**src/rtl/int_issue_queue.sv**
```systemverilog
// Integer issue queue: holds renamed micro-ops until both sources are ready,
// then issues the oldest ready entry (ROB age order) to a single pipe.
module int_issue_queue #(
  parameter int unsigned DEPTH     = 8,
  parameter int unsigned PREG_W    = 6,
  parameter int unsigned ROB_W     = 6,
  parameter int unsigned PAYLOAD_W = 128
) (
  input  logic                 clock,
  input  logic                 reset_n,
  input  logic                 enq_valid,
  output logic                 iq_can_alloc,
  input  logic [PREG_W-1:0]    enq_prs1,
  input  logic [PREG_W-1:0]    enq_prs2,
  input  logic [PREG_W-1:0]    enq_prd,
  input  logic                 enq_src1_is_reg,
  input  logic                 enq_src2_is_reg,
  input  logic                 enq_src1_busy,
  input  logic                 enq_src2_busy,
  input  logic                 enq_robidx_flag,
  input  logic [ROB_W-1:0]     enq_robidx,
  input  logic [PAYLOAD_W-1:0] enq_payload,
  input  logic                 wb0_valid,
  input  logic [PREG_W-1:0]    wb0_prd,
  input  logic                 wb1_valid,
  input  logic [PREG_W-1:0]    wb1_prd,
  input  logic                 flush_valid,
  input  logic                 flush_robidx_flag,
  input  logic [ROB_W-1:0]     flush_robidx,
  output logic                 issue_valid,
  input  logic                 issue_ready,
  output logic [PREG_W-1:0]    issue_prs1,
  output logic [PREG_W-1:0]    issue_prs2,
  output logic [PREG_W-1:0]    issue_prd,
  output logic                 issue_src1_is_reg,
  output logic                 issue_src2_is_reg,
  output logic                 issue_robidx_flag,
  output logic [ROB_W-1:0]     issue_robidx,
  output logic [PAYLOAD_W-1:0] issue_payload
);

  localparam int unsigned IDX_W = (DEPTH > 1) ? $clog2(DEPTH) : 1;

  typedef struct packed {
    logic [PREG_W-1:0]    prs1;
    logic [PREG_W-1:0]    prs2;
    logic [PREG_W-1:0]    prd;
    logic                 src1_is_reg;
    logic                 src2_is_reg;
    logic                 rob_flag;
    logic [ROB_W-1:0]     rob_idx;
    logic [PAYLOAD_W-1:0] payload;
  } entry_t;

  entry_t           entry_q [DEPTH];
  entry_t           entry_d [DEPTH];
  logic [DEPTH-1:0] valid_q, valid_d;
  logic [DEPTH-1:0] rdy1_q, rdy1_d;
  logic [DEPTH-1:0] rdy2_q, rdy2_d;

  logic             sel_found;
  logic [IDX_W-1:0] sel_idx;
  logic             free_found;
  logic [IDX_W-1:0] free_idx;
  logic             enq_fire;
  logic             issue_fire;
  logic             enq_rdy1;
  logic             enq_rdy2;

  // A is older than B; the wrap flag inverts the index comparison
  function automatic logic older(input logic fa, input logic [ROB_W-1:0] ia,
                                 input logic fb, input logic [ROB_W-1:0] ib);
    older = (fa == fb) ? (ia < ib) : (ia > ib);
  endfunction

  // Oldest valid entry whose sources are both ready
  always_comb begin
    sel_found = 1'b0;
    sel_idx   = '0;
    for (int unsigned i = 0; i < DEPTH; i++) begin
      if (valid_q[i] && rdy1_q[i] && rdy2_q[i]) begin
        if (!sel_found ||
            older(entry_q[i].rob_flag, entry_q[i].rob_idx,
                  entry_q[sel_idx].rob_flag, entry_q[sel_idx].rob_idx)) begin
          sel_found = 1'b1;
          sel_idx   = i[IDX_W-1:0];
        end
      end
    end
  end

  // Lowest-numbered free entry
  always_comb begin
    free_found = 1'b0;
    free_idx   = '0;
    for (int unsigned i = 0; i < DEPTH; i++) begin
      if (!valid_q[i] && !free_found) begin
        free_found = 1'b1;
        free_idx   = i[IDX_W-1:0];
      end
    end
  end

  assign iq_can_alloc = ~&valid_q;
  assign issue_valid  = sel_found & ~flush_valid;
  assign enq_fire     = enq_valid & iq_can_alloc & ~flush_valid;
  assign issue_fire   = issue_valid & issue_ready;

  // Dispatch-time readiness including same-cycle writeback bypass
  assign enq_rdy1 = ~enq_src1_is_reg | ~enq_src1_busy |
                    (wb0_valid & (wb0_prd == enq_prs1)) |
                    (wb1_valid & (wb1_prd == enq_prs1));
  assign enq_rdy2 = ~enq_src2_is_reg | ~enq_src2_busy |
                    (wb0_valid & (wb0_prd == enq_prs2)) |
                    (wb1_valid & (wb1_prd == enq_prs2));

  // Issue outputs follow the selected entry, zero when nothing is selectable
  always_comb begin
    issue_prs1        = '0;
    issue_prs2        = '0;
    issue_prd         = '0;
    issue_src1_is_reg = 1'b0;
    issue_src2_is_reg = 1'b0;
    issue_robidx_flag = 1'b0;
    issue_robidx      = '0;
    issue_payload     = '0;
    if (sel_found) begin
      issue_prs1        = entry_q[sel_idx].prs1;
      issue_prs2        = entry_q[sel_idx].prs2;
      issue_prd         = entry_q[sel_idx].prd;
      issue_src1_is_reg = entry_q[sel_idx].src1_is_reg;
      issue_src2_is_reg = entry_q[sel_idx].src2_is_reg;
      issue_robidx_flag = entry_q[sel_idx].rob_flag;
      issue_robidx      = entry_q[sel_idx].rob_idx;
      issue_payload     = entry_q[sel_idx].payload;
    end
  end

  // Next state: wakeup, flush squash, issue clear, then enqueue write.
  // The enqueue slot is always a currently-free entry, so it never collides
  // with the issue clear or the flush squash.
  always_comb begin
    valid_d = valid_q;
    rdy1_d  = rdy1_q;
    rdy2_d  = rdy2_q;
    entry_d = entry_q;
    for (int unsigned i = 0; i < DEPTH; i++) begin
      if ((wb0_valid && (wb0_prd == entry_q[i].prs1)) ||
          (wb1_valid && (wb1_prd == entry_q[i].prs1))) begin
        rdy1_d[i] = 1'b1;
      end
      if ((wb0_valid && (wb0_prd == entry_q[i].prs2)) ||
          (wb1_valid && (wb1_prd == entry_q[i].prs2))) begin
        rdy2_d[i] = 1'b1;
      end
      if (flush_valid && valid_q[i] &&
          older(flush_robidx_flag, flush_robidx,
                entry_q[i].rob_flag, entry_q[i].rob_idx)) begin
        valid_d[i] = 1'b0;
      end
    end
    if (issue_fire) begin
      valid_d[sel_idx] = 1'b0;
    end
    if (enq_fire) begin
      valid_d[free_idx]             = 1'b1;
      rdy1_d[free_idx]              = enq_rdy1;
      rdy2_d[free_idx]              = enq_rdy2;
      entry_d[free_idx].prs1        = enq_prs1;
      entry_d[free_idx].prs2        = enq_prs2;
      entry_d[free_idx].prd         = enq_prd;
      entry_d[free_idx].src1_is_reg = enq_src1_is_reg;
      entry_d[free_idx].src2_is_reg = enq_src2_is_reg;
      entry_d[free_idx].rob_flag    = enq_robidx_flag;
      entry_d[free_idx].rob_idx     = enq_robidx;
      entry_d[free_idx].payload     = enq_payload;
    end
  end

  // Valid bits: the only state that reset must clear
  always_ff @(posedge clock) begin
    if (!reset_n) begin
      valid_q <= '0;
    end else begin
      valid_q <= valid_d;
    end
  end

  // Entry contents and ready bits, qualified by valid_q everywhere
  always_ff @(posedge clock) begin
    rdy1_q  <= rdy1_d;
    rdy2_q  <= rdy2_d;
    entry_q <= entry_d;
  end

endmodule
```
**config.mk**
```make
export PLATFORM = sky130hd
export DESIGN_NAME = int_issue_queue
export DESIGN_NICKNAME = d
export VERILOG_FILES = /design/src/rtl/int_issue_queue.sv
export SDC_FILE = /design/constraint.sdc
export NUM_CORES = 2
export LEC_CHECK = 0
export CORE_ASPECT_RATIO = 0.6
export CORE_MARGIN = 5
export CORE_UTILIZATION = 54
export CTS_CLUSTER_DIAMETER = 40
export DETAILED_ROUTE_END_ITERATION = 10
export DONT_BUFFER_PORTS = 1
export PLACE_DENSITY = 0.69
export SETUP_SLACK_MARGIN = 0.02
export SKIP_CTS_REPAIR_TIMING = 1
export SYNTH_ARGS = -nofsm -noshare
export SYNTH_HDL_FRONTEND = slang
export SYNTH_SLANG_ARGS = --single-unit
```
**constraint.sdc**
```tcl
create_clock -name clock -period 48.2 [get_ports clock]
set_input_delay 2.41 -clock clock [delete_from_list [all_inputs] [get_ports clock]]
set_output_delay 2.41 -clock clock [all_outputs]
set_load 0.02 [all_outputs]
```
==> results by group <==
Finish
  – FF/Latch Area: 37700 um^2
  – Area occupied by multi-input gates: 22200 um^2
  – Finished Cell Area: 67100 um^2
  – Layout Area Growth over Synthesis: 9.14%
  – Fin cells: 6457
  – Proportion of layout cells with a drive suffix above 1: 0.0641
  – Core Util, Final: 0.597
  – Fill count: 8846
  – Total Nets Final: 5114

Drt
  – Wirelength per Cell: 28.7 um
  – Routed via count: 40700
  – 1st-pass router iterations: 6
  – DRC viols: 0
  – Starting DRT DRC Count: 4980
  – Drt total wl: 186000 um
  – Antenna Nets Post-Route: 0
  – Vias per std cell: 6.30

Critical path
  – Worst path most repeated cell: a21oi_1
  – Buffers & Inverters on Critical Path: 6
  – CP Capture Type: output pin
  – WS Path Type: reg2out
  – CP max-delay cell: a21oi_1
  – Reg2reg setup slack: 26200 ps
  – Max stage delay on crit path: 900 ps
  – Startpoint Class: flop
  – CP arrival: 23490 ps
  – WP data required: 45790 ps
  – CP delay by family, top: compound AO/OA/AOI/OAI gates
  – Critical Path Fanout Max: 65

Place
  – Final HPWL DP: 101000 um
  – RePlAce Congestion: 0.946
  – DP Cell Count: 6204
  – Place WS: 23630 ps
  – Placed inst area: 62700 um^2
  – Buffers on Ports: 0

Synthesis
  – Syn Area/Cell: 12.3 um^2
  – Top cell type's share of synthesized area: 0.606
  – Synth warn: 0
  – Post-Syn Area: 61500 um^2
  – Commonest cells post-synth: edfxtp_1 (1240), and2_1 (1027), nand2_1 (524), mux2i_1 (311), clkbuf_1 (298)
  – Post-Syn Instances: 5004
  – Count leader, synth: edfxtp_1
  – #FFs+latches synth: 1264
  – Number of synthesized flops with an enable pin: 1240
  – Post-synth top area cell: edfxtp_1
  – Post-Syn Nets: 5277
  – Top post-synthesis cells by area: edfxtp_1 (61%), and2_1 (10%), mux2i_1 (5.1%), nand2_1 (3.2%), o221ai_1 (2.1%)
  – Seq/Total Area, Yosys: 0.613
  – Ys async rst share: 0
  – Cell variety after synth: 75
  – Dominant synthesized flop cell: edfxtp_1

STA
  – Min Tclk post-route: 25900 ps
  – Setup ws final: 22300 ps
  – Skew final: 29.2 ps
  – Tcrit/Tclk final: 0.537
  – RSZ-0062 raised after global routing: false
  – Final setup fails: 0
  – Final hold slack: 566 ps
  – Relative slew slack: 0.102
  – Fmax: 38.6 MHz
  – Final Max Tran Viols: 0
  – Worst Tran Pin Value: 1350 ps
  – Final hold violation count: 0
  – Total negative slack: 0 ps

Die
  – CORE AREA: 112000 um^2
  – Row count: 95
  – DIE AREA: 121000 um^2
  – # IOs: 340
  – Die height: 271 um
  – Die Width: 446 um
  – Initial core utilization: 0.547

CTS
  – Clk sinks: 1264
  – Bufs on Longest Clock Path: 3
  – Cts bufs inserted: 138
  – Clk slew on worst S/H paths: 60 ps
  – CTS root buf: clkbuf_16
  – Clk Latency, worst-skew pair: 750 ps
  – CTS tree: done
  – H-tree depth: 4

Power and ir drop
  – Leak: 24.2 nW
  – Power consumption: 2.41 mW
  – Worst VDD drop: 0.0000232 V
  – PwrDens: 35.8 nW/um^2

Worst hold path
  – Hold WC Path Type: reg2reg

Flow run
  – Max Cap Viol: 0

GRT
  – Global-route wire length before repair: 272000 um
  – Met1 GRT Util: 0.438
  – Largest net degree at the start of global routing: 171
  – GR Overflow Total: 0
  – Vias in the first global route: 39800
  – Most crowded layer after global routing: met2
  – Met2 Track Usage GR: 0.453
  – GRT Overall Usage: 0.302
  – Initial antenna violation count: 4
  – GR Util met3: 0.0710

Outcome
  – Outcome: finished, final reports clean
==> state kept, by name (all words and copies together), names as in the netlist <==
signal	count
rdy1_q	8
rdy2_q	8
valid_q	8
entry_q	1240
==> cells in the final DEF (no fill, tap or decap), drive strengths merged, types with 87 or more instances in the layout <==
cell type / n
and2: 1027
o221ai: 150
nand2: 524
a32oi: 149
ha: 90
nor2: 87
xnor2: 108
o21ai: 199
edfxtp: 1240
nand3: 174
clkbuf: 168
xor2: 117
mux2i: 311
==> routing by layer <==
layer	share of wire	wire, um	up-vias
met5	0.00026	49	-
met4	0.028	5140	2
met3	0.098	18200	292
met2	0.44	82200	2056
met1	0.43	80100	20300
li1	-	-	18000
==> area by class of cell <==
type	instances	share of cell area
Timing Repair Buffer	59	0.00958
Clock buffer	168	0.0553
Inverter	70	0.00391
Antenna cell	6	0.000224
Tap cell	1503	0.0280
Clock inverter	79	0.0106
Multi-Input combinational cell	3308	0.330
Sequential cell	1264	0.562
==> power breakdown <==
group / leakage [nW] / internal (mW) / switching (mW) / total [mW]
combinational: 10.2 / 0.0465 / 0.0941 / 0.141
clock: 2.14 / 0.596 / 0.450 / 1.05
sequential: 11.9 / 1.21 / 0.00971 / 1.22
==> final timing paths <==
| path | endpoint | cells past startpoint | from |
|---|---|---|---|
| setup / recovery | issue_payload[19] | 80 | entry_q[1214] |
| hold / removal | rdy1_q[3] | 2 | rdy1_q[3] |
| setup reg to reg | valid_q[7] | 79 | entry_q[1214] |
| hold reg to reg | rdy1_q[3] | 2 | rdy1_q[3] |
==> worst reg2reg max path: cells and delay by family (launching register included) <==
family                   cells  cell delay (ps)
AND/OR/NAND/NOR             21             4530
buffers and inverters        5             1770
multiplexers                 3             1040
AO/OA/AOI/OAI               43            12030
flip-flops                   1              470
adder cells (fa/ha/maj)      7             2060
==> logic make-up after synthesis <==
family,synth area share
AND/OR/NAND/NOR,0.173
AO/OA/AOI/OAI,0.0818
flip-flops,0.613
multiplexers,0.0525
XOR/XNOR,0.0320
buffers and inverters,0.0287
adder cells (fa/ha/maj),0.0183
Power figures use the tool's default switching activity.
